File: config.mk
export PLATFORM = sky130hd
export DESIGN_NAME = axil_timer_slave
export DESIGN_NICKNAME = d
export VERILOG_FILES = /design/src/rtl/axil_timer_slave.sv
export SDC_FILE = /design/constraint.sdc
export NUM_CORES = 1
export LEC_CHECK = 0
export ABC_AREA = 1
export BUFFER_PORTS_ARGS = -buffer_cell sky130_fd_sc_hd__buf_2
export CAP_MARGIN = 10
export CORE_MARGIN = 2
export CORE_UTILIZATION = 45
export DETAILED_ROUTE_END_ITERATION = 8
export PLACE_DENSITY_LB_ADDON = 0.15
export SKIP_LAST_GASP = 1
export SYNTH_ARGS = -nofsm -noshare
export SYNTH_HDL_FRONTEND = slang
export SYNTH_SLANG_ARGS = --single-unit
File: constraint.sdc
create_clock -name axi_aclk -period 1.85 [get_ports axi_aclk]
set_input_delay 0.37 -clock axi_aclk [delete_from_list [all_inputs] [get_ports axi_aclk]]
set_output_delay 0.37 -clock axi_aclk [all_outputs]
set_load 0.01 [all_outputs]
File: src/rtl/axil_timer_slave.sv
// AXI4-Lite slave around a 32-bit up-counter with compare match, auto-reload,
// a W1C match flag and a registered level interrupt.
module axil_timer_slave #(
  parameter int          ADDR_W        = 32,
  parameter logic [31:0] RESET_COMPARE = 32'hFFFF_FFFF
) (
  input  logic              axi_aclk,
  input  logic              axi_aresetn,
  input  logic [ADDR_W-1:0] axi_slave1_awaddr,
  input  logic [2:0]        axi_slave1_awprot,
  input  logic              axi_slave1_awvalid,
  output logic              axi_slave1_awready,
  input  logic [31:0]       axi_slave1_wdata,
  input  logic [3:0]        axi_slave1_wstrb,
  input  logic              axi_slave1_wvalid,
  output logic              axi_slave1_wready,
  output logic [1:0]        axi_slave1_bresp,
  output logic              axi_slave1_bvalid,
  input  logic              axi_slave1_bready,
  input  logic [ADDR_W-1:0] axi_slave1_araddr,
  input  logic [2:0]        axi_slave1_arprot,
  input  logic              axi_slave1_arvalid,
  output logic              axi_slave1_arready,
  output logic [31:0]       axi_slave1_rdata,
  output logic [1:0]        axi_slave1_rresp,
  output logic              axi_slave1_rvalid,
  input  logic              axi_slave1_rready,
  output logic              axi_interrupt1
);

  localparam logic [1:0] A_CTRL = 2'd0;
  localparam logic [1:0] A_CMP  = 2'd1;
  localparam logic [1:0] A_CNT  = 2'd2;
  localparam logic [1:0] A_STAT = 2'd3;

  typedef enum logic {W_IDLE, W_RESP} w_state_t;
  typedef enum logic {R_IDLE, R_DATA} r_state_t;

  typedef struct packed {
    logic [1:0]  sel;
    logic [31:0] data;
    logic [3:0]  strb;
  } wr_req_t;

  w_state_t    w_state, w_next;
  r_state_t    r_state, r_next;
  wr_req_t     wreq;
  logic        bus_live;
  logic        wr_hs, rd_hs;
  logic [2:0]  ctrl;
  logic [31:0] cmp, cnt, rdata_q, rd_view, wr_view, wr_merged;
  logic        match, irq_q, match_hit, en, irq_en, auto_rl;
  logic        unused_ok;

  assign unused_ok = ^{axi_slave1_awprot, axi_slave1_arprot,
                       axi_slave1_awaddr[ADDR_W-1:4], axi_slave1_awaddr[1:0],
                       axi_slave1_araddr[ADDR_W-1:4], axi_slave1_araddr[1:0]};

  function automatic logic [31:0] reg_view(input logic [1:0] sel, input logic [2:0] c,
                                           input logic [31:0] cp, input logic [31:0] cn,
                                           input logic m);
    logic [31:0] v;
    case (sel)
      A_CTRL:  v = {29'b0, c};
      A_CMP:   v = cp;
      A_CNT:   v = cn;
      default: v = {31'b0, m};
    endcase
    return v;
  endfunction

  function automatic logic [31:0] byte_merge(input logic [31:0] old, input logic [31:0] d,
                                             input logic [3:0] s);
    logic [31:0] r;
    for (int b = 0; b < 4; b++) r[b*8 +: 8] = s[b] ? d[b*8 +: 8] : old[b*8 +: 8];
    return r;
  endfunction

  // Keeps handshakes quiet while reset is held, even if a master drives valid.
  always_ff @(posedge axi_aclk or negedge axi_aresetn) begin
    if (!axi_aresetn) bus_live <= 1'b0;
    else              bus_live <= 1'b1;
  end

  assign wreq = '{sel: axi_slave1_awaddr[3:2], data: axi_slave1_wdata, strb: axi_slave1_wstrb};

  // ---------------- write channel ----------------
  always_ff @(posedge axi_aclk or negedge axi_aresetn) begin
    if (!axi_aresetn) w_state <= W_IDLE;
    else              w_state <= w_next;
  end

  always_comb begin
    w_next = w_state;
    wr_hs  = 1'b0;
    case (w_state)
      W_IDLE: if (bus_live && axi_slave1_awvalid && axi_slave1_wvalid) begin
        wr_hs  = 1'b1;
        w_next = W_RESP;
      end
      W_RESP: if (axi_slave1_bready) w_next = W_IDLE;
      default: w_next = W_IDLE;
    endcase
  end

  assign axi_slave1_awready = wr_hs;
  assign axi_slave1_wready  = wr_hs;
  assign axi_slave1_bvalid  = (w_state == W_RESP);
  assign axi_slave1_bresp   = 2'b00;

  // ---------------- read channel ----------------
  always_ff @(posedge axi_aclk or negedge axi_aresetn) begin
    if (!axi_aresetn) r_state <= R_IDLE;
    else              r_state <= r_next;
  end

  always_comb begin
    r_next = r_state;
    rd_hs  = 1'b0;
    case (r_state)
      R_IDLE: if (bus_live && axi_slave1_arvalid) begin
        rd_hs  = 1'b1;
        r_next = R_DATA;
      end
      R_DATA: if (axi_slave1_rready) r_next = R_IDLE;
      default: r_next = R_IDLE;
    endcase
  end

  assign rd_view = reg_view(axi_slave1_araddr[3:2], ctrl, cmp, cnt, match);

  always_ff @(posedge axi_aclk or negedge axi_aresetn) begin
    if (!axi_aresetn)  rdata_q <= '0;
    else if (rd_hs)    rdata_q <= rd_view;
  end

  assign axi_slave1_arready = rd_hs;
  assign axi_slave1_rvalid  = (r_state == R_DATA);
  assign axi_slave1_rresp   = 2'b00;
  assign axi_slave1_rdata   = rdata_q;

  // ---------------- timer core ----------------
  assign en        = ctrl[0];
  assign irq_en    = ctrl[1];
  assign auto_rl   = ctrl[2];
  assign match_hit = en && (cnt == cmp);
  assign wr_view   = reg_view(wreq.sel, ctrl, cmp, cnt, match);
  assign wr_merged = byte_merge(wr_view, wreq.data, wreq.strb);

  always_ff @(posedge axi_aclk or negedge axi_aresetn) begin
    if (!axi_aresetn) begin
      ctrl  <= '0;
      cmp   <= RESET_COMPARE;
      cnt   <= '0;
      match <= 1'b0;
      irq_q <= 1'b0;
    end else begin
      if (wr_hs && wreq.sel == A_CTRL) ctrl <= wr_merged[2:0];
      if (wr_hs && wreq.sel == A_CMP)  cmp  <= wr_merged;
      // A bus write to COUNT overrides both increment and reload.
      if (wr_hs && wreq.sel == A_CNT)  cnt  <= wr_merged;
      else if (en)                     cnt  <= (match_hit && auto_rl) ? 32'd0 : cnt + 32'd1;
      // Set beats a coincident W1C clear.
      if (match_hit)
        match <= 1'b1;
      else if (wr_hs && wreq.sel == A_STAT && wreq.strb[0] && wreq.data[0])
        match <= 1'b0;
      irq_q <= match && irq_en;
    end
  end

  assign axi_interrupt1 = irq_q;

endmodule

==> results of run 1 <==
[per-stage QoR]
stage	setup TNS, ns	area, µm²	std cells	util [%]
detailed placement	0	8044	1329	54.93
CTS	0	8364	1346	57.12
floorplan	0	6800	1015	-
global placement	0	8044	1329	54.93
global route	-1.025	8404	1347	57.39
finish	0	8404	1347	57.39
[power by group through the flow]
stage | clock [µW] | sequential (µW) | combinational [µW]
6_report | 2000 | 3640 | 4040
5_1_grt | 2120 | 3730 | 4530
4_1_cts | 2060 | 3620 | 3980
3_5_place_dp | 0 | 3660 | 3950
3_3_place_gp | 0 | 3630 | 3890
2_1_floorplan | 0 | 3590 | 2270
[placed cells by master (no fill, tap or decap), types with 14 or more instances in the layout]
master	synthesis	final
inv_1	94	94
o221ai_1	28	28
inv_2	32	33
nor2_1	106	99
dfstp_2	32	32
nand2_1	339	338
dfrtp_1	72	65
a31oi_1	30	30
a21oi_1	18	18
nor2_2	13	18
buf_2	22	83
nand3_1	16	16
nor3_1	14	14
buf_4	10	92
o21ai_0	63	63
o21ai_1	52	52
[path summary, 6_finish.rpt]
check,start,end,slack (ns),cells after the start
max,cmp[5],cnt[18],0.03,13
min,axi_slave1_bready,axi_slave1_bvalid,0.20,2
max reg2reg,cmp[5],cnt[18],0.03,13
min reg2reg,axi_slave1_rdata[0],axi_slave1_rdata[0],0.48,2
max in group asynchronous,axi_aresetn,cmp[14],0.74,3
min in group asynchronous,axi_aresetn,bus_live,0.48,2
[metal layers]
| layer | wire length, µm | up-vias |
|---|---|---|
| met1 | 9793 | 3210 |
| met5 | 0 | - |
| met4 | 442 | 0 |
| met3 | 1214 | 26 |
| li1 | - | 3540 |
| met2 | 9632 | 202 |
[layout make-up]
cell class	instances	area share (%)
Tap cell	184	2.739
Sequential cell	104	31.55
Timing Repair Buffer	186	15.66
Clock buffer	12	3.052
Clock inverter	4	0.6253
Inverter	128	5.717
Multi-Input combinational cell	729	40.66
[kinds of logic (layout without fill, tap and decap cells)]
| group | after synthesis | after routing | synth area share, % |
|---|---|---|---|
| xor gates and xnor gates | 5 | 5 | 0.6452 |
| DFF | 104 | 104 | 38.92 |
| AOI/OAI and AO/OA | 203 | 203 | 17.47 |
| and+or+nand+nor | 513 | 513 | 30.98 |
| adders and majority gates | 1 | 1 | 0.1843 |
| other | 2 | 5 | 0.1106 |
| buffers and inverters | 182 | 330 | 11.35 |
| muxes | 2 | 2 | 0.3317 |
[registers in the layout (all words and copies together) (netlist names)]
name and count:
cnt 32, cmp 32, match 1, axi_slave1_bvalid 1
axi_slave1_rvalid 1, axi_interrupt1 1, ctrl 3, bus_live 1
axi_slave1_rdata 32
[what timing repair did]
action	in CTS	in global routing
setup buffers	0	1
pin swaps	0	1
setup endpoints to repair	1	32
endpoints found under the hold margin	20	0
resized for setup	1	14
hold buffers	1	0
==> reports/results.ini, run 1 <==
[critical_path]
endpoint_kind = register
crit_family = simple AND/OR/NAND/NOR gates
worst-path-buf-inv = 3
crit_top_cell = nand2_1
cp_cell_sequence = buf_4 -> inv_1 -> nand2_1 -> nand2_1 -> nor2_1 -> nand2_1 -> nor2_2 -> nand2_2 -> nor2_4 -> nand3_4 -> buf_12 -> nand2_1 -> nand2_1
max_stage_delay_ns = 0.54
start_kind = register
arrival_ns = 2.07
crit_fanout = 19
critPathRequiredTime_ns = 2.10
critical_path_class = reg2reg
slowest_stage = dfstp_2

[routing]
via_count = 6978
ant_nets = 0
drt_wl_total_mm = 21.08
dr.pass1.iters = 5
drtIter0Drc = 444
wl_per_cell_um = 15.65
detail_route.vias_per_cell = 5.180
drc = 0

[power_and_ir_drop]
power_frac_clock_pct = 20.7
p_seq_share_pct = 37.6
irDropWorstVdd_mv = 0.6952
total_power_uw = 9683
power.density_nw_per_um2 = 1152
power.static_leakage_uw = 0.003823
comb_power_share_pct = 41.7
switching_share_pct = 39.38
p_sw_uw = 3814
p_int_uw = 5869

[floorplan]
rows = 44
die_area_um2 = 16080
coreArea_um2 = 14640
start_util_pct = 46.36
die_w_um = 126.8
dieHeight_um = 126.8
ios = 155

[logic_synthesis]
synth_top_area_share_pct = 26.54
ys_ff_latch = 104
async_flop_share_pct = 100.0
yosysMostFrequentCell = nand2_1
synthTopCellsByArea = dfrtp_1 (27%), nand2_1 (19%), dfstp_2 (12%)
synth_ff_type = dfrtp_1
syn_inst = 1012
yosys.area.top_type = dfrtp_1
synth_cell_types = 38
synth_edf_count = 0
avgSynthCellArea_um2 = 6.709
ys_top_cells_by_count = nand2_1 (339), nor2_1 (106), inv_1 (94)
synth.cell_area_um2 = 6789
seq_area_frac_synth_pct = 38.92
ys_warn_count = 0

[timing]
relSlewSlack_pct = 59.23
finalCritPeriodShare_pct = 98.17
min_period_ns = 1.816
final_hold_viol_count = 0
clock_skew_ns = 0.006713
worst_slack_ns = 0.03379
hold_slack_ns = 0.1981
worstMarginPinSlew_ns = 0.6107
setup_viol = 0
drv_slew = 0
rsz0062_at_grt = yes
clock.fmax_mhz = 550.6

[clocking]
clk_pin_slew_ns = 0.07
cts_tree = built
cts_buffer_depth = 2
clock_latency_ns = 0.36
root_buffer = clkbuf_16
numCtsBuffers = 9
htreeDepth = 3
cts_sinks = 104

[cells_and_area]
drive_gt1_share_pct = 26.57
multi_input_area_um2 = 3417
antenna_cells = 0
area_growth_pct = 23.79
fillers = 1474
regArea_um2 = 2651
fin_nets = 1272

[placed_design]
port_buffers = 84
hpwl_mm = 15.78
place_ws_ns = 0.02708
gp_congestion = 0.9928

[global_route]
grt_overflow = 0
antenna_found_initial = 0
grt_pass1_vias = 6661
grt_use_met1_pct = 37.00
use_met2_pct = 44.24
grt_max_degree = 60
grt_first_pass_wirelength_mm = 34.49
met3_usage_pct = 4.977
track_usage_pct = 27.10
grt_busiest_layer = met2

[outcome]
status = finished clean

[min_path]
hold_path_class = in2reg

[job]
max-cap-violations = 0

Power figures use the tool's default switching activity.
==> inputs of run 2 (changes only) <==
BUFFER_PORTS_ARGS = -buffer_cell sky130_fd_sc_hd__buf_4   (was -buffer_cell sky130_fd_sc_hd__buf_2)
CORE_ASPECT_RATIO = 0.6   (was not set)
==> run 2 against run 1 <==
  * Utilization increased by 2.5 points
  * Setup slack worse by 0.0027 ns
  * Sequential share of layout area fell by 1.3 points
  * Largest power group unchanged
  * Die area grew 0.20%
  * Power increased by 1.6%
  * Register-to-register slack hardly changed
  * Sequential power is 1% higher
  * Sequential cell count stayed put
  * Global-route usage rose by 1.2 points
==> reports/results.ini, run 2 (same netlist as run 1, synthesis figures left out) <==
[timing]
min_period_ns = 1.819  ; +0.002715 ns
setup_viol = 0  ; unchanged
drv_slew = 0  ; unchanged
hold_slack_ns = 0.1965  ; -0.001586 ns
worst_slack_ns = 0.03108  ; -0.002715 ns
clock_skew_ns = 0.009332  ; +0.002619 ns
clock.fmax_mhz = 549.8  ; -0.15%
relSlewSlack_pct = 60.82  ; +1.6 points
rsz0062_at_grt = yes
final_hold_viol_count = 0  ; unchanged
finalCritPeriodShare_pct = 98.32  ; +0.15 points
worstMarginPinSlew_ns = 0.5869  ; -0.02379 ns

[routing]
detail_route.vias_per_cell = 5.170  ; -0.19%
via_count = 7104  ; +1.8%
ant_nets = 0  ; unchanged
drt_wl_total_mm = 22.05  ; +4.6%
wl_per_cell_um = 16.05  ; +2.5%
dr.pass1.iters = 5  ; unchanged
drc = 0  ; unchanged
drtIter0Drc = 558  ; +26%

[cells_and_area]
drive_gt1_share_pct = 29.76  ; +3.2 points
fillers = 1425  ; -3.3%
final_common_cell = nand2_1
fin_nets = 1285  ; +1.0%
utilization_pct = 59.84  ; +2.5 points
antenna_cells = 0  ; unchanged
final_cell_mix = nand2_1 (320), buf_4 (191), nor2_1 (96)
area_growth_pct = 28.99

[min_path]
hold_path_class = in2reg

[floorplan]
coreArea_um2 = 14630  ; about the same
ios = 155  ; unchanged
die_w_um = 162.6  ; +28%
rows = 34  ; -23%
dieHeight_um = 99.14  ; -22%
die_area_um2 = 16120  ; +0.20%
start_util_pct = 46.39  ; about the same

[clocking]
clk_pin_slew_ns = 0.08  ; about the same
htreeDepth = 3  ; unchanged
clock_latency_ns = 0.35  ; about the same
cts_tree = built
numCtsBuffers = 9  ; unchanged
cts_sinks = 104  ; unchanged
root_buffer = clkbuf_16
cts_buffer_depth = 2  ; unchanged

[global_route]
grt_use_met1_pct = 45.04  ; +8.0 points
antenna_found_initial = 1  ; +1
use_met2_pct = 39.54  ; -4.7 points
grt_first_pass_wirelength_mm = 35.58  ; +3.1%
track_usage_pct = 28.33  ; +1.2 points
grt_max_degree = 61  ; +1.7%
grt_pass1_vias = 6546  ; -1.7%
met3_usage_pct = 6.214  ; +1.2 points
grt_overflow = 0  ; unchanged
grt_busiest_layer = met1

[critical_path]
max_stage_delay_ns = 0.53  ; about the same
start_kind = register
reg2reg_slack_ns = 0.03  ; about the same
critPathRequiredTime_ns = 2.10  ; about the same
slowest_stage = dfstp_2
r2r_end = cnt[17]
crit-reg2reg-launch = cmp[17]
worst_r2r_path_depth = 11  ; -2
cp_cell_sequence = inv_1 -> nand2_1 -> nand4_1 -> nor2_2 -> nand2_1 -> nor2_1 -> buf_4 -> nand3_4 -> buf_12 -> nand2_1 -> nand2_1
critPathLaunch = cmp[17]
critical_path_class = reg2reg
cp-endpoint = cnt[17]
crit_fanout = 18  ; -1
crit_top_cell = nand2_1
endpoint_kind = register
arrival_ns = 2.07  ; about the same

[placed_design]
place_ws_ns = 0.04360  ; +0.01652 ns
hpwl_mm = 16.66  ; +5.6%
port_buffers = 84  ; unchanged
gp_congestion = 0.9769  ; -1.6%

[job]
max-cap-violations = 0  ; unchanged

[power_and_ir_drop]
irDropWorstVdd_mv = 0.5393  ; -22%
power.density_nw_per_um2 = 1124  ; -2.5%
power.static_leakage_uw = 0.003914  ; +2.4%

[outcome]
status = finished clean

run 2: cell types whose count changed in the layout (fill, tap and decap cells not counted), sizes merged:
cell	before	now
bufinv	1	0
inv	127	128
buf	185	197
clkbuf	12	13
run 2: worst min-delay path by stage:
stage,from,end,slack (ns),depth (start not counted)
floorplan,axi_aresetn,axi_interrupt1,0.07,0
global placement,axi_aresetn,axi_slave1_rvalid,0.27,1
detailed placement,axi_aresetn,axi_slave1_rvalid,0.27,1
CTS,axi_slave1_bready,axi_slave1_bvalid,0.19,2
global route,axi_slave1_rready,axi_slave1_rvalid,0.20,2
finish,axi_slave1_bready,axi_slave1_bvalid,0.20,2
run 2: what timing repair did:
| item | in CTS | in global routing |
|---|---|---|
| pin swaps | 0 | 5 |
| buffers inserted | 0 | 7 |
| hold buffers | 1 | 0 |
| hold endpoints to repair | 12 | 0 |
| gates resized for setup | 1 | 53 |
| setup endpoints to repair | 1 | 33 |
| gates cloned | 0 | 1 |
run 2: cell type report:
cell class,count,area (µm²),share of cell area [%]
clock buffers,12,236.5,2.700
repair buffers,199,1580,18.05
clock inverters,4,31.28,0.3572
inverters,128,480.5,5.486
well taps,198,247.7,2.829
flip-flops and latches,104,2651,30.28
multi-input cells,729,3530,40.31
run 2: critical path: cells and delay by family, from the launching register on:
family,cells,cell delay (ns)
buffers and inverters,3,0.36
DFF,1,0.53
and+or+nand+nor,8,0.81
run 2: stage by stage:
step	setup TNS [ns]	instances	area (µm²)	total power, µW
2_1_floorplan	0	1015	6800	5865
3_3_place_gp	0	1349	8252	7664
3_5_place_dp	0	1349	8252	7731
4_1_cts	0	1366	8531	9591
5_1_grt	-1.138	1374	8757	10560
6_report	0	1374	8757	9841
run 2: power breakdown:
| part | internal (µW) | switching (µW) |
|---|---|---|
| Sequential | 3020 | 674 |
| Clock | 922 | 905 |
| Combinational | 1910 | 2410 |
| Total | 5850 | 3990 |
run 2: layer usage:
metal | share of wire [%] | routed length (µm) | up-vias
met2 | 39 | 8511 | 265
met1 | 51 | 11320 | 3241
met3 | 9.1 | 2010 | 22
met4 | 0.88 | 193 | 2
li1 | - | - | 3574
met5 | 0.032 | 7 | -
==> inputs of run 3 (changes only) <==
RECOVER_POWER = 50   (was not set)
==> run 3 against run 2 <==
  * Utilization is 0.13 points lower
  * Die area stayed put
  * First-iteration DRC count is 8.4% lower
  * Largest power group unchanged
  * Non-clock buffer count stayed put
  * Cell area is 0.21% lower
  * Cell count stayed put
  * Sequential power hardly changed
  * Via count hardly changed
  * Fmax is 0.15% higher
  * Count of clock-buffer cells in the layout stayed put
  * Highest routed layer unchanged
==> reports/results.ini, run 3 (same netlist as run 1, synthesis figures left out) <==
[outcome]
status = finished clean

[clocking]
clock_latency_ns = 0.35  ; about the same
cts_sinks = 104  ; unchanged
numCtsBuffers = 9  ; unchanged
root_buffer = clkbuf_16
cts_buffer_depth = 2  ; unchanged
htreeDepth = 3  ; unchanged
cts_tree = built
clk_pin_slew_ns = 0.07  ; about the same

[critical_path]
critPathRequiredTime_ns = 2.14  ; +0.04 ns
critical_path_class = reg2reg
arrival_ns = 2.10  ; +0.03 ns
endpoint_kind = register
crit_fanout = 5  ; -13
start_kind = register

[power_and_ir_drop]
power.static_leakage_uw = 0.003905  ; -0.24%
power.density_nw_per_um2 = 1124  ; about the same
p_int_uw = 5845  ; -0.17%
p_seq_share_pct = 37.6  ; about the same
power_frac_clock_pct = 18.5  ; about the same
comb_power_share_pct = 43.9  ; about the same
irDropWorstVdd_mv = 0.5360  ; -0.61%
p_sw_uw = 3973  ; -0.33%
total_power_uw = 9818  ; -0.23%
switching_share_pct = 40.47  ; about the same

[cells_and_area]
final_cell_mix = nand2_1 (320), buf_4 (189), nor2_1 (96)
area_growth_pct = 28.71
final_common_cell = nand2_1
drive_gt1_share_pct = 29.59  ; -0.17 points
fin_nets = 1285  ; unchanged
antenna_cells = 0  ; unchanged

[routing]
drtIter0Drc = 511  ; -8.4%
ant_nets = 0  ; unchanged
dr.pass1.iters = 5  ; unchanged
detail_route.vias_per_cell = 5.165  ; about the same
drc = 0  ; unchanged
via_count = 7097  ; -0.099%
drt_wl_total_mm = 22.11  ; +0.31%
wl_per_cell_um = 16.09  ; +0.31%

[floorplan]
die_area_um2 = 16120  ; unchanged
rows = 34  ; unchanged
start_util_pct = 46.39  ; unchanged
dieHeight_um = 99.14  ; unchanged
ios = 155  ; unchanged
coreArea_um2 = 14630  ; unchanged
die_w_um = 162.6  ; unchanged

[timing]
final_hold_viol_count = 0  ; unchanged
clock.fmax_mhz = 550.6  ; +0.15%
drv_slew = 0  ; unchanged
setup_viol = 0  ; unchanged
finalCritPeriodShare_pct = 98.17  ; -0.15 points
clock_skew_ns = 0.007911  ; -0.001421 ns
rsz0062_at_grt = yes
relSlewSlack_pct = 43.73  ; -17 points
min_period_ns = 1.816  ; -0.002783 ns
fin_setup_tns_ns = 0  ; unchanged
worstMarginPinSlew_ns = 0.8441  ; +0.2572 ns

[global_route]
grt_max_degree = 61  ; unchanged
grt_overflow = 0  ; unchanged
grt_first_pass_wirelength_mm = 35.58  ; unchanged
grt_pass1_vias = 6546  ; unchanged
antenna_found_initial = 1  ; unchanged
track_usage_pct = 28.33  ; unchanged

[placed_design]
gp_congestion = 0.9769  ; unchanged
hpwl_mm = 16.66  ; unchanged
port_buffers = 84  ; unchanged

[job]
max-cap-violations = 0  ; unchanged

[min_path]
hold_path_class = in2reg

run 3: cell count changes in the layout (fill, tap and decap cells not counted):
cell      change
dfstp_1       +1
dfstp_2       -1
buf_12        -1
clkbuf_4      +1
buf_4         -2
clkbuf_2      +1
clkbuf_1      +1
run 3: worst max-delay path: stages (launching register included):
cell     delay [ns]
dfrtp_2        0.44
buf_4          0.14
nand3_2        0.12
inv_2          0.08
nand2_1        0.12
nor2_1         0.30
nand2_1        0.14
nand2_1        0.08
nand2_1        0.05
nor2_1         0.16
nand2_4        0.06
nand2_2        0.04
run 3: timing repair:
action / in CTS / in global routing
endpoints found under the setup margin: 1 / 33
pin swaps: 0 / 5
buffers inserted: 0 / 7
resized for setup: 1 / 53
hold buffers: 1 / 0
gates cloned: 0 / 1
endpoints found under the hold margin: 12 / 0
run 3: final timing paths:
| check | startpoint | end | slack, ns | cells past startpoint |
|---|---|---|---|---|
| max in group asynchronous | axi_aresetn | cnt[8] | 0.21 | 3 |
| min in group asynchronous | axi_aresetn | axi_slave1_rvalid | 0.43 | 2 |
| setup reg to reg | cnt[1] | cnt[29] | 0.03 | 11 |
| hold reg to reg | axi_slave1_rdata[2] | axi_slave1_rdata[2] | 0.50 | 2 |
| hold / removal | axi_slave1_bready | axi_slave1_bvalid | 0.20 | 2 |
| setup / recovery | cnt[1] | cnt[29] | 0.03 | 11 |
run 3: cell type report:
cell class	instances	area, µm²
well taps	198	247.7
clock inverters	4	31.28
fillers	1430	5896
clock buffers	12	236.5
repair buffers	199	1562
flip-flops and latches	104	2651
multi-input cells	729	3530
inverters	128	480.5
run 3: stage by stage:
step	util [%]	instance area, µm²	setup slack [ns]	instances	hold WS, ns
3_3_place_gp	56.39	8252	0.06030	1349	0.2740
4_1_cts	58.29	8531	0.007877	1366	0.1879
3_5_place_dp	56.39	8252	0.04360	1349	0.2747
5_1_grt	59.71	8738	-0.05554	1374	0.2029
6_report	59.71	8738	0.03386	1374	0.2012
2_1_floorplan	-	6800	0.3229	1015	0.07441
run 3: power by group through the flow:
stage	clock network [µW]	registers (µW)	logic [µW]
6_report	1820	3690	4310
5_1_grt	1950	3800	4800
4_1_cts	1870	3650	4080
3_5_place_dp	0	3680	4050
3_3_place_gp	0	3660	4000
2_1_floorplan	0	3590	2270
run 3: layer usage:
metal,vias up,track usage (%),wire [µm]
met5,-,0,7
met4,2,4.561,197
met3,24,6.214,1862
met2,239,39.54,8647
met1,3260,45.04,11400
li1,3572,-,-
